**src/rtl/inst_fetch_unit.sv**
```systemverilog
// ---------------------------------------------------------------------------
// inst_fetch_unit
//
// Instruction fetch stage feeding a single-cycle CPU core. It owns the
// architectural PC and a word-addressed instruction memory whose read takes
// MEM_LAT cycles. Each fetched instruction is offered with a valid/ready
// handshake. The core can redirect the PC at any time, and any in-flight
// fetch is then dropped. The memory is loaded through a separate write port.
//
// Ports
//   i_clk             clock, all state changes on the rising edge
//   i_rst             synchronous active-high reset
//   i_load_en         instruction memory write enable
//   i_load_addr       word index for the memory write
//   i_load_data       instruction word to write
//   i_redirect_valid  core requests a PC change this cycle
//   i_redirect_pc     absolute target byte address (bits [1:0] ignored)
//   o_inst_valid      o_inst_out/o_pc_out hold a valid instruction
//   i_inst_ready      core consumes the instruction this cycle
//   o_inst_out        fetched instruction word
//   o_pc_out          byte address that o_inst_out was read from
//   o_busy            fetch in flight
// ---------------------------------------------------------------------------
module inst_fetch_unit #(
  parameter int unsigned PC_W      = 32,
  parameter int unsigned MEM_DEPTH = 64,
  parameter int unsigned MEM_LAT   = 2
) (
  input  logic                         i_clk,
  input  logic                         i_rst,
  input  logic                         i_load_en,
  input  logic [$clog2(MEM_DEPTH)-1:0] i_load_addr,
  input  logic [31:0]                  i_load_data,
  input  logic                         i_redirect_valid,
  input  logic [PC_W-1:0]              i_redirect_pc,
  output logic                         o_inst_valid,
  input  logic                         i_inst_ready,
  output logic [31:0]                  o_inst_out,
  output logic [PC_W-1:0]              o_pc_out,
  output logic                         o_busy
);

  localparam int unsigned AW = $clog2(MEM_DEPTH);
  // One extra count value so the counter can step past MEM_LAT-1 on capture.
  localparam int unsigned LW = $clog2(MEM_LAT + 1);
  localparam logic [LW-1:0] LAT_LAST = LW'(MEM_LAT - 1);

  typedef enum logic [1:0] {
    StIdle  = 2'd0,
    StFetch = 2'd1,
    StHold  = 2'd2
  } state_e;

  state_e          r_state;
  state_e          w_state_nxt;

  logic [PC_W-1:0] r_pc;
  logic [PC_W-1:0] w_pc_nxt;
  logic [LW-1:0]   r_lat_cnt;
  logic [LW-1:0]   w_lat_cnt_nxt;
  logic [31:0]     r_inst;
  logic [PC_W-1:0] r_pc_out;

  logic [31:0]     r_mem [MEM_DEPTH];

  logic [AW-1:0]   w_rd_idx;
  logic            w_lat_done;
  logic            w_handshake;
  logic            w_capture;

  // Upper PC bits are ignored, so fetch wraps modulo MEM_DEPTH words.
  assign w_rd_idx   = r_pc[AW+1:2];
  assign w_lat_done = (r_lat_cnt == LAT_LAST);

  // -------------------------------------------------------------------------
  // FSM: state register
  // -------------------------------------------------------------------------
  always_ff @(posedge i_clk) begin
    if (i_rst) begin
      r_state <= StIdle;
    end else begin
      r_state <= w_state_nxt;
    end
  end

  // -------------------------------------------------------------------------
  // FSM: next-state logic. A redirect overrides every state transition.
  // -------------------------------------------------------------------------
  always_comb begin
    w_state_nxt = r_state;
    if (i_redirect_valid) begin
      w_state_nxt = StFetch;
    end else begin
      unique case (r_state)
        StIdle:  w_state_nxt = StFetch;
        StFetch: if (w_lat_done) w_state_nxt = StHold;
        StHold:  if (i_inst_ready) w_state_nxt = StFetch;
        default: w_state_nxt = StIdle;
      endcase
    end
  end

  // -------------------------------------------------------------------------
  // FSM: outputs and datapath strobes
  // -------------------------------------------------------------------------
  always_comb begin
    o_inst_valid = 1'b0;
    o_busy       = 1'b0;
    unique case (r_state)
      StFetch: o_busy       = 1'b1;
      StHold:  o_inst_valid = 1'b1;
      default: ;
    endcase
    w_handshake = o_inst_valid & i_inst_ready;
    // A redirect on the final latency cycle discards the wrong-path word.
    w_capture   = o_busy & w_lat_done & ~i_redirect_valid;
  end

  // -------------------------------------------------------------------------
  // PC and latency counter next values
  // -------------------------------------------------------------------------
  always_comb begin
    w_pc_nxt = r_pc;
    if (i_redirect_valid) begin
      // A handshake in the same cycle still consumes the instruction, but
      // the redirect target replaces PC+4.
      w_pc_nxt = i_redirect_pc & ~PC_W'(3);
    end else if (w_handshake) begin
      w_pc_nxt = r_pc + PC_W'(4);
    end
  end

  always_comb begin
    w_lat_cnt_nxt = '0;
    if ((r_state == StFetch) && !i_redirect_valid) begin
      w_lat_cnt_nxt = r_lat_cnt + LW'(1);
    end
  end

  // -------------------------------------------------------------------------
  // Datapath registers
  // -------------------------------------------------------------------------
  always_ff @(posedge i_clk) begin
    if (i_rst) begin
      r_pc      <= '0;
      r_lat_cnt <= '0;
      r_inst    <= '0;
      r_pc_out  <= '0;
    end else begin
      r_pc      <= w_pc_nxt;
      r_lat_cnt <= w_lat_cnt_nxt;
      if (w_capture) begin
        // Reads the pre-write word if a load hits this index on the same edge.
        r_inst   <= r_mem[w_rd_idx];
        r_pc_out <= r_pc;
      end
    end
  end

  // -------------------------------------------------------------------------
  // Instruction memory, deliberately not cleared by reset
  // -------------------------------------------------------------------------
  always_ff @(posedge i_clk) begin
    if (i_load_en) begin
      r_mem[i_load_addr] <= i_load_data;
    end
  end

  assign o_inst_out = r_inst;
  assign o_pc_out   = r_pc_out;

endmodule

```
**config.mk**
```make
export PLATFORM = sky130hd
export DESIGN_NAME = inst_fetch_unit
export DESIGN_NICKNAME = d
export VERILOG_FILES = /design/src/rtl/inst_fetch_unit.sv
export SDC_FILE = /design/constraint.sdc
export NUM_CORES = 2
export LEC_CHECK = 0
export ABC_AREA = 1
export CAP_MARGIN = 20
export CORE_UTILIZATION = 67
export DETAILED_ROUTE_END_ITERATION = 8
export PLACE_DENSITY = 0.85
export SLEW_MARGIN = 20
export SYNTH_ARGS = -nofsm -noshare
export SYNTH_HDL_FRONTEND = slang
export SYNTH_SLANG_ARGS = --single-unit
```
**constraint.sdc**
```tcl
create_clock -name i_clk -period 9.4 [get_ports i_clk]
set_clock_uncertainty 0.15 [all_clocks]
set_input_delay 1.41 -clock i_clk [delete_from_list [all_inputs] [get_ports i_clk]]
set_output_delay 1.41 -clock i_clk [all_outputs]
set_load 0.1 [all_outputs]
```
==> summary.txt <==
Logic synthesis
  • Cell Area, Synth: 89,000 um^2
  • YS warnings: 0
  • Top_reg_cell synth: edfxtp_1
  • Cell accounting for the most synthesized area: edfxtp_1
  • Sequential fraction of the synthesis area: roughly 70%
  • Post-synth top area share: between 60% and 70%
  • EDFF count, synth: between 2,000 and 2,500
  • Number of library cell types mapped by synthesis: 39
  • Number of synthesized register bits: approximately 2,100
  • Synth area leaders: edfxtp_1 (69%), nand2_1 (8.5%), nor2_1 (5.4%)
  • Commonest cells in the netlist: edfxtp_1 (2,048), nand2_1 (2,023), nor2_1 (1,277)
  • Synth Area per Inst: about 11 um^2
  • Most frequent cell after synthesis: edfxtp_1
  • Post-synthesis cell count: roughly 8,200
  • Async SR Flop Fraction: 0%

Outcome
  • Status: completed

Worst setup path
  • Critical-path cell list: buf_12 -> buf_4 -> buf_4 -> nor2_1 -> nor2_1 -> o21ai_0 -> nand3_1 -> nand3_1 -> nand2_1 -> nand2_1 -> nor2_1 -> nor2_1 -> nor2_1
  • Crit-path max FO: about 190
  • Crit path kind: flip-flop to flip-flop
  • Endpoint type of the worst setup path: flip-flop
  • Delay of the slowest critical-path stage: slightly above 0.9 ns
  • Worst Path Arrival: between 5 and 6 ns
  • CP top delay family: buffers and inverters
  • Buffers plus inverters on the worst setup path: 3
  • Startpoint types: flip-flop
  • WP data required: 10.03 ns
  • Slowest cell on crit path: dfxtp_4
  • Most used cell along the critical path: nor2_1

Final layout
  • NumNets Final: a little over 8,000
  • Syn-to-layout area delta: 10.3%
  • Share of cells above drive strength 1: 6.63%
  • Number of filler cells placed in the layout: 7,379

Timing
  • Final Hold Fails: 0
  • Pins over their slew limit: 0
  • Highest clock rate: about 190 MHz
  • Final period util: a little over half
  • Slew @ Worst Pin: about 1.2 ns
  • Minimum clock period: approximately 5.1 ns
  • Slew margin rel.: roughly a fifth
  • Final hold slack: ~0.30 ns
  • Unrepaired setup endpoints after global routing: false
  • Setup violators final: 0
  • Final setup TNS: 0 ns

Clocking
  • CTS Hold Bufs: 0
  • Setup bufs post-CTS: 0
  • CTS resizes: 0
  • Root Buffer: clkbuf_16
  • H-tree levels: 4
  • Clock Sink Count: between 2,000 and 2,500
  • CTS buffer count: 203
  • Max clock buf depth: 3
  • Worst-Skew Late Latency: around 0.9 ns
  • CTS clk-pin slew, worst paths: about 0.07 ns
  • CTS tree: built

Job
  • Max Cap Viol: 0

Floorplanning
  • Die Ht: about 370 um
  • Core Region: 132,000 um^2
  • Initial Util: 67.6%
  • I/O pins: 141
  • Die width: 367 um
  • Site row count: about 130
  • Die ar.: 134,000 um^2

Detailed routing
  • DR vias: roughly 63,000
  • Avg WL per Cell: 24.0 um
  • Post-route DRC: 0
  • Initial DRT Pass Iterations: 8
  • Antenna-violating nets left: 0
  • Post-Route WL: 242,000 um
  • Vias per std cell: ~6.3
  • Iter 0 DRT Violations: between 10,000 and 15,000

Power and ir drop
  • Pwr dens: a little over 200 nW/um^2
  • LEAKAGE: roughly 36 nW
  • P_sw: around 4.8 mW
  • Clock network power share: just under 40%
  • Sequential share of power: 52.7%
  • Max VDD drop: slightly below 0.2 mV
  • Gate power share: roughly 7.6%
  • Internal power: 15.3 mW
  • Switching Fraction: 23.7%

Global routing
  • Vias in the first global route: roughly 60,000
  • Largest net degree at the start of global routing: between 200 and 250
  • First-pass GRT wire length: roughly 360,000 um
  • Global route overflow: 0
  • Initial antenna violation count: 10
  • Overall global routing resource usage: 35.4%

Place
  • Count of input and output buffers: around 140
  • GPL Wtd Cong: just over 0.9
  • Post-DP HPWL: approximately 120,000 um

Hold path
  • Worst hold path type: flip-flop to flip-flop
-- worst reg2reg max path, delay by kind of cell, from the launching register on --
family          cells  cell delay [ns]
simple gates        9             1.44
flops               1             0.93
compound gates      1             0.14
buf+inv             3             2.43
-- layout by cell type (no fill, tap or decap), types with 5 or more instances in the layout --
cell / synthesis / final
edfxtp_1: 2048 / 2048
nand2_1: 2023 / 2023
nor2_1: 1277 / 1219
nand3_1: 680 / 679
o21ai_0: 633 / 633
inv_1: 587 / 585
clkbuf_16: 0 / 208
buf_4: 50 / 129
a21oi_1: 113 / 113
clkdlybuf4s50_1: 0 / 100
dfxtp_1: 96 / 92
o211ai_1: 60 / 60
nor2_4: 2 / 59
clkbuf_1: 146 / 50
clkinv_1: 3 / 45
o21ai_1: 41 / 41
clkinv_2: 0 / 33
o22ai_1: 30 / 30
buf_2: 178 / 22
nand4_1: 16 / 16
nor3_1: 16 / 16
or2_2: 14 / 14
clkbuf_8: 0 / 14
buf_12: 1 / 12
bufinv_16: 0 / 10
clkinv_8: 0 / 9
nor4_2: 0 / 8
and3_1: 6 / 6
clkinvlp_4: 0 / 5
-- metrics by stage --
stage,cell area [um^2],cells,worst slack [ns],util (%),power (mW)
after floorplan,89000,8154,3.71,-,11.7
after global placement,91500,9700,4.15,69.5,12.2
after detailed placement,91700,9706,4.06,69.6,12.2
after CTS,98100,10081,4.46,74.5,20.0
after global routing,98200,10087,4.04,74.6,20.6
final,98200,10087,4.27,74.6,20.1
-- final timing paths --
| check | slack, ns | to | from | depth (start not counted) |
|---|---|---|---|---|
| worst min-delay path | 0.30 | r_lat_cnt[0] | r_lat_cnt[0] | 1 |
| worst max register to register | 4.27 | o_inst_out[19] | r_pc[2] | 13 |
| worst max-delay path | 4.27 | o_inst_out[19] | r_pc[2] | 13 |
| worst min register to register | 0.30 | r_lat_cnt[0] | r_lat_cnt[0] | 1 |
-- cells by family (layout without fill, tap and decap cells) --
family	after synthesis	after routing	share of synthesized area, %
compound gates	891	891	5.26
fa+ha+maj	2	2	0.0281
flops	2144	2144	71.2
other cells	1	3	0.00421
simple gates	4052	4052	18.2
buf+inv	1061	1238	5.22
xor+xnor	2	2	0.0197
-- layer usage --
metal	track usage [%]	up-vias	wire, um
li1	-	27497	-
met1	45.4	29821	80800
met2	56.0	5190	113000
met3	7.90	979	33000
met4	20.4	10	14800
met5	0	-	92
-- area by class of cell --
class / count / area (um^2) / area share [%]
diodes: 1 / 2.50 / 0.00255
clock buffers: 272 / 5590 / 5.69
clock inverters: 103 / 860 / 0.875
inverters: 596 / 2280 / 2.32
multi-input cells: 4949 / 21500 / 21.8
flip-flops and latches: 2144 / 63400 / 64.6
well taps: 1755 / 2200 / 2.24
repair buffers: 267 / 2430 / 2.47
-- state kept, by name, summed over array words and instances, names as in the netlist --
register and cells:
r_mem 2048, o_inst_out 32, o_pc_out 30, r_pc 30, r_lat_cnt 2, r_state 2
-- power groups by stage --
stage	logic (mW)	clock network, mW	registers [mW]
final	1.53	7.99	10.6
after global routing	1.63	8.34	10.6
after CTS	1.48	7.97	10.6
after detailed placement	1.44	0	10.8
after global placement	1.38	0	10.8
after floorplan	0.896	0	10.8
Power figures use the tool's default switching activity.
